## config.mk

```make
export PLATFORM = sky130hd
export DESIGN_NAME = mix_columns_engine
export DESIGN_NICKNAME = d
export VERILOG_FILES = /design/src/rtl/mix_columns_engine.sv
export SDC_FILE = /design/constraint.sdc
export NUM_CORES = 1
export LEC_CHECK = 0
export ABC_AREA = 1
export CAP_MARGIN = 20
export CORE_UTILIZATION = 48
export CTS_BUF_LIST = sky130_fd_sc_hd__clkbuf_4 sky130_fd_sc_hd__clkbuf_8
export DETAILED_ROUTE_END_ITERATION = 6
export DONT_BUFFER_PORTS = 1
export GPL_TIMING_DRIVEN = 0
export HOLD_SLACK_MARGIN = 0.05
export SLEW_MARGIN = 20
export SYNTH_ARGS = -nofsm -noshare
export SYNTH_HDL_FRONTEND = slang
export SYNTH_SLANG_ARGS = --single-unit
```

## constraint.sdc

```tcl
create_clock -name clk -period 5.6 [get_ports clk]
set_input_delay 0 -clock clk [delete_from_list [all_inputs] [get_ports clk]]
set_output_delay 0 -clock clk [all_outputs]
set_load 0.02 [all_outputs]
```

## src/rtl/mix_columns_engine.sv

```systemverilog
// mix_columns_engine: sequential AES (Inv)MixColumns unit.
// A 128-bit state is accepted over valid/ready, LANES columns are transformed
// per RUN cycle with shared xtime logic, and the result is held in DONE until
// the consumer takes it.
module mix_columns_engine #(
    parameter int LANES = 4
) (
    input  logic         clk,
    input  logic         rst,
    input  logic         in_valid,
    output logic         in_ready,
    input  logic [127:0] in_state,
    input  logic         in_inv,
    output logic         out_valid,
    input  logic         out_ready,
    output logic [127:0] out_state,
    output logic         busy
);

    generate
        if (!(LANES == 1 || LANES == 2 || LANES == 4)) begin : g_bad_lanes
            $error("mix_columns_engine: LANES must be 1, 2 or 4");
        end
    endgenerate

    localparam int         NSTEP     = 4 / LANES;
    localparam logic [1:0] LAST_STEP = 2'(NSTEP - 1);

    typedef enum logic [1:0] {
        IDLE = 2'd0,
        RUN  = 2'd1,
        DONE = 2'd2
    } state_t;

    state_t      state_r;
    state_t      state_next_s;
    logic [1:0]  cnt_r;
    logic        inv_r;
    logic [31:0] src_col_r [4];
    logic [31:0] res_col_r [4];
    logic [31:0] res_col_next_s [4];
    logic [31:0] lane_out_s [LANES];
    logic [1:0]  col_sel_s [LANES];
    logic        accept_s;
    logic        out_valid_r;
    logic        busy_r;

    // Multiply by x in GF(2^8) modulo x^8+x^4+x^3+x+1.
    function automatic logic [7:0] xtime(input logic [7:0] b);
        return {b[6:0], 1'b0} ^ (b[7] ? 8'h1b : 8'h00);
    endfunction

    // Transform one column (row 0 in the MS byte). Only x2/x4/x8 are built
    // per byte; every coefficient of both matrices is an XOR of those and b.
    function automatic logic [31:0] mix_col(input logic [31:0] col, input logic inv);
        logic [7:0] a  [4];
        logic [7:0] p0 [4];
        logic [7:0] p1 [4];
        logic [7:0] p2 [4];
        logic [7:0] p3 [4];
        logic [7:0] x2;
        logic [7:0] x4;
        logic [7:0] x8;
        logic [31:0] res;
        a[0] = col[31:24];
        a[1] = col[23:16];
        a[2] = col[15:8];
        a[3] = col[7:0];
        for (int j = 0; j < 4; j++) begin
            x2 = xtime(a[j]);
            x4 = xtime(x2);
            x8 = xtime(x4);
            if (inv) begin
                p0[j] = x8 ^ x4 ^ x2;       // 0e
                p1[j] = x8 ^ x2 ^ a[j];     // 0b
                p2[j] = x8 ^ x4 ^ a[j];     // 0d
                p3[j] = x8 ^ a[j];          // 09
            end else begin
                p0[j] = x2;                 // 02
                p1[j] = x2 ^ a[j];          // 03
                p2[j] = a[j];               // 01
                p3[j] = a[j];               // 01
            end
        end
        // Row r uses coefficient index (j - r) mod 4 on byte j.
        res[31:24] = p0[0] ^ p1[1] ^ p2[2] ^ p3[3];
        res[23:16] = p0[1] ^ p1[2] ^ p2[3] ^ p3[0];
        res[15:8]  = p0[2] ^ p1[3] ^ p2[0] ^ p3[1];
        res[7:0]   = p0[3] ^ p1[0] ^ p2[1] ^ p3[2];
        return res;
    endfunction

    assign in_ready  = (state_r == IDLE) && !rst;
    assign accept_s  = in_valid && in_ready;
    assign out_valid = out_valid_r;
    assign busy      = busy_r;
    assign out_state = {res_col_r[0], res_col_r[1], res_col_r[2], res_col_r[3]};

    // Next-state logic for the IDLE -> RUN -> DONE -> IDLE sequence.
    always_comb begin
        state_next_s = state_r;
        case (state_r)
            IDLE: begin
                if (accept_s) state_next_s = RUN;
                else          state_next_s = IDLE;
            end
            RUN: begin
                if (cnt_r == LAST_STEP) state_next_s = DONE;
                else                    state_next_s = RUN;
            end
            DONE: begin
                if (out_ready) state_next_s = IDLE;
                else           state_next_s = DONE;
            end
            default: state_next_s = IDLE;
        endcase
    end

    // State register.
    always_ff @(posedge clk) begin
        if (rst) state_r <= IDLE;
        else     state_r <= state_next_s;
    end

    // Registered status outputs, decoded from the upcoming state.
    always_ff @(posedge clk) begin
        if (rst) begin
            out_valid_r <= 1'b0;
            busy_r      <= 1'b0;
        end else begin
            out_valid_r <= (state_next_s == DONE);
            busy_r      <= (state_next_s != IDLE);
        end
    end

    // Per-lane column selection and transform for the current step.
    always_comb begin
        for (int l = 0; l < LANES; l++) begin
            col_sel_s[l]  = 2'(int'(cnt_r) * LANES + l);
            lane_out_s[l] = mix_col(src_col_r[col_sel_s[l]], inv_r);
        end
    end

    // Merge lane results into the columns they belong to this step.
    always_comb begin
        for (int c = 0; c < 4; c++) begin
            res_col_next_s[c] = res_col_r[c];
            for (int l = 0; l < LANES; l++) begin
                res_col_next_s[c] = (col_sel_s[l] == 2'(c)) ? lane_out_s[l] : res_col_next_s[c];
            end
        end
    end

    // Operand latch on accept, step counter and result columns during RUN.
    always_ff @(posedge clk) begin
        if (rst) begin
            cnt_r <= 2'd0;
            inv_r <= 1'b0;
            for (int c = 0; c < 4; c++) begin
                src_col_r[c] <= 32'h0;
                res_col_r[c] <= 32'h0;
            end
        end else if (accept_s) begin
            cnt_r        <= 2'd0;
            inv_r        <= in_inv;
            src_col_r[0] <= in_state[127:96];
            src_col_r[1] <= in_state[95:64];
            src_col_r[2] <= in_state[63:32];
            src_col_r[3] <= in_state[31:0];
        end else if (state_r == RUN) begin
            cnt_r <= (cnt_r == LAST_STEP) ? 2'd0 : cnt_r + 2'd1;
            for (int c = 0; c < 4; c++) begin
                res_col_r[c] <= res_col_next_s[c];
            end
        end
    end

endmodule

```

==> impl_metrics.env <==
export IMPL_outcome="completed"
export IMPL_synth_enable_flop_cells=256
export IMPL_syn_area_per_cell_um2=6.80
export IMPL_area_growth_syn_to_layout_pct=12.7
export IMPL_yosys_warnings=0
export IMPL_fin_crit_ps=4230
export IMPL_ir_drop_v=0.000203
export IMPL_hold_viol=0
export IMPL_rows=83
export IMPL_arrival_ps=4550
export IMPL_multi_input_area_um2=14600
export IMPL_crit_slowest_cell="nand2_1"
export IMPL_port_buffers=0
export IMPL_worst_ep_required_time_ps=5920
export IMPL_first_global_vias=23500
export IMPL_grt_pass1_wl_mm=143
export IMPL_netlist_instances=3684
export IMPL_ant_nets=0
export IMPL_grtUsageTotal=0.361
export IMPL_synth_area_leader_cell="edfxtp_1"
export IMPL_stdcell_count=4584
export IMPL_grt_max_degree=60
export IMPL_die_h_um=230
export IMPL_clockRootBuffer="clkbuf_8"
export IMPL_synth_nets=3819
export IMPL_gp_congestion=1.01
export IMPL_tightestPinTransition_ps=985
export IMPL_p_leak_nw=13.8
export IMPL_syn_area_um2=25100
export IMPL_first_iter_violations=2667
export IMPL_worstHoldPathCells=1
export IMPL_wire_per_inst_um=21.4
export IMPL_synth_most_common_cell="nand2_1"
export IMPL_nFillCells=4967
export IMPL_netlist_top_cells_area="edfxtp_1 (31%), nand2_1 (19%), xor2_1 (13%), nand3_1 (6.9%), xnor2_1 (6.4%)"
export IMPL_fin_nets=4003
export IMPL_path_class="flip-flop to flip-flop"
export IMPL_max_clock_freq_mhz=236
export IMPL_fin_ws_ps=1370
export IMPL_endpoint_kind="flip-flop"
export IMPL_totalWireLength_mm=98.0
export IMPL_dp_hpwl_mm=73.0
export IMPL_gr_total_overflow=0
export IMPL_clock_sinks=263
export IMPL_synth_seq_cells=263
export IMPL_initial_core_util=0.487
export IMPL_yosysTopAreaCellShare=0.307
export IMPL_critPathMaxFanout=37
export IMPL_drive_above_1_share=0.0807
export IMPL_yosysUniqueCellTypes=42
export IMPL_path_buf_inv=5
export IMPL_synthFlopType="edfxtp_1"
export IMPL_finClkSkew_ps=33.2
export IMPL_insertion_delay_ps=650
export IMPL_slew_violations=0
export IMPL_synth_commonest_cells="nand2_1 (1281), inv_1 (408), xor2_1 (376), nand3_1 (347), nor2_1 (312)"
export IMPL_hp_class="primary input to primary output"
export IMPL_min_period_over_period=0.755
export IMPL_via_per_inst=5.49
export IMPL_power_density_nw_per_um2=258
export IMPL_htree_levels=2
export IMPL_cpPeakStageDelay_ps=700
export IMPL_worstPathCellList="nor3_1 > nand2_1 > clkbuf_1 > clkbuf_1 > nand2_4 > buf_12 > buf_12 > buf_12"
export IMPL_fin_tns_setup_ps=0
export IMPL_rsz0062_at_grt="false"
export IMPL_path_common_cell="buf_12"
export IMPL_cp_top_family="simple AND/OR/NAND/NOR gates"
export IMPL_die_area_um2=53100
export IMPL_async_flop_share=0
export IMPL_cts_clk_slew_worst_paths_ps=60
export IMPL_num_io_pins=264
export IMPL_grt_antenna_before_repair=2
export IMPL_crit_cells=8
export IMPL_dr_pass1_iters=6
export IMPL_post_cts_buffers=0
export IMPL_rr_worst_depth=8
export IMPL_cts_tree="yes"
export IMPL_ys_seq_area_frac=0.312
export IMPL_remaining_drc_errors=0
export IMPL_numCtsBuffers=45
export IMPL_place_worst_setup_slack_ps=1350
export IMPL_clockBufferDepth=3
export IMPL_regArea_um2=7830
export IMPL_vias=25100
export IMPL_ctsResizeCount=0
export IMPL_dp_cells=4369
export IMPL_finalSetupViolCount=0
export IMPL_fp_coreArea_um2=51400
export IMPL_fin_util=0.549
export IMPL_relSlewSlack=0.343
export IMPL_fp_dieW_um=230
export IMPL_cp_start_kind="flip-flop"
export IMPL_max_cap_viol_count=0
[cell type report]
| cell class | instances | area share |
|---|---|---|
| plain buffers | 145 | 0.0324 |
| repair buffers | 137 | 0.0509 |
| clock buffers | 62 | 0.0264 |
| diodes | 2 | 0.000177 |
| flip-flops and latches | 263 | 0.277 |
| clock inverters | 19 | 0.00474 |
| multi-input cells | 2829 | 0.518 |
| well taps | 680 | 0.0301 |
| inverters | 447 | 0.0602 |
[routing by layer]
layer  track usage  up-vias  wire (µm)  share of wire
met1         0.465    11700      39800           0.41
met3        0.0768      238       9700          0.099
li1              -    11900          -              -
met2         0.587     1324      44600           0.45
met4         0.146        0       3960          0.040
met5             0        -          0              0
[cells by family after synthesis]
group,count (synthesis),share of synthesized area
and+or+nand+nor,2063,0.343
buffers and inverters,592,0.104
xor gates and xnor gates,560,0.196
DFF,263,0.312
AOI/OAI and AO/OA,204,0.0436
adders and majority gates,2,0.000999
[placed cells by master (no fill, tap or decap), types with 72 or more instances in the layout]
| cell | Yosys | final |
|---|---|---|
| inv_1 | 408 | 408 |
| nand3_1 | 347 | 347 |
| o21ai_0 | 72 | 72 |
| dlygate4sd3_1 | 0 | 132 |
| edfxtp_1 | 256 | 256 |
| nand2_1 | 1281 | 1279 |
| nor2_1 | 312 | 312 |
| xor2_1 | 376 | 376 |
| a21oi_1 | 95 | 95 |
| xnor2_1 | 183 | 183 |
[metrics by stage]
step	hold WS [ps]	power, W	area (µm²)
3_3_place_gp	73.4	0.00531	25900
3_5_place_dp	76.2	0.00535	26000
5_1_grt	94.8	0.00764	28200
2_1_floorplan	69.1	0.00461	25100
6_report	89.2	0.00727	28200
4_1_cts	78.1	0.00722	28200
[path summary, 6_finish.rpt]
| check | slack (ps) | start | endpoint |
|---|---|---|---|
| max | 1370 | state_r[1] | src_col_r[2][23] |
| max reg2reg | 1370 | state_r[1] | src_col_r[2][23] |
| min | 90 | rst | in_ready |
| min reg2reg | 630 | cnt_r[1] | cnt_r[1] |
[sequential cells by signal, summed over array words and instances, names as in the netlist]
name	flops
res_col_r	128
src_col_r	128
cnt_r	2
state_r	2
busy	1
inv_r	1
out_valid	1
[power by group]
part | total [W] | internal [W] | switching (W)
Clock | 0.00181 | 0.000953 | 0.000852
Combinational | 0.00297 | 0.000988 | 0.00198
Sequential | 0.00250 | 0.00232 | 0.000179
Total | 0.00727 | 0.00426 | 0.00301
[timing repair]
action                                 in CTS  in global routing
hold buffers                              132                  0
setup endpoints to repair                   0                  0
endpoints found under the hold margin     169                  0
No activity file was read; power rests on OpenSTA's default activity.
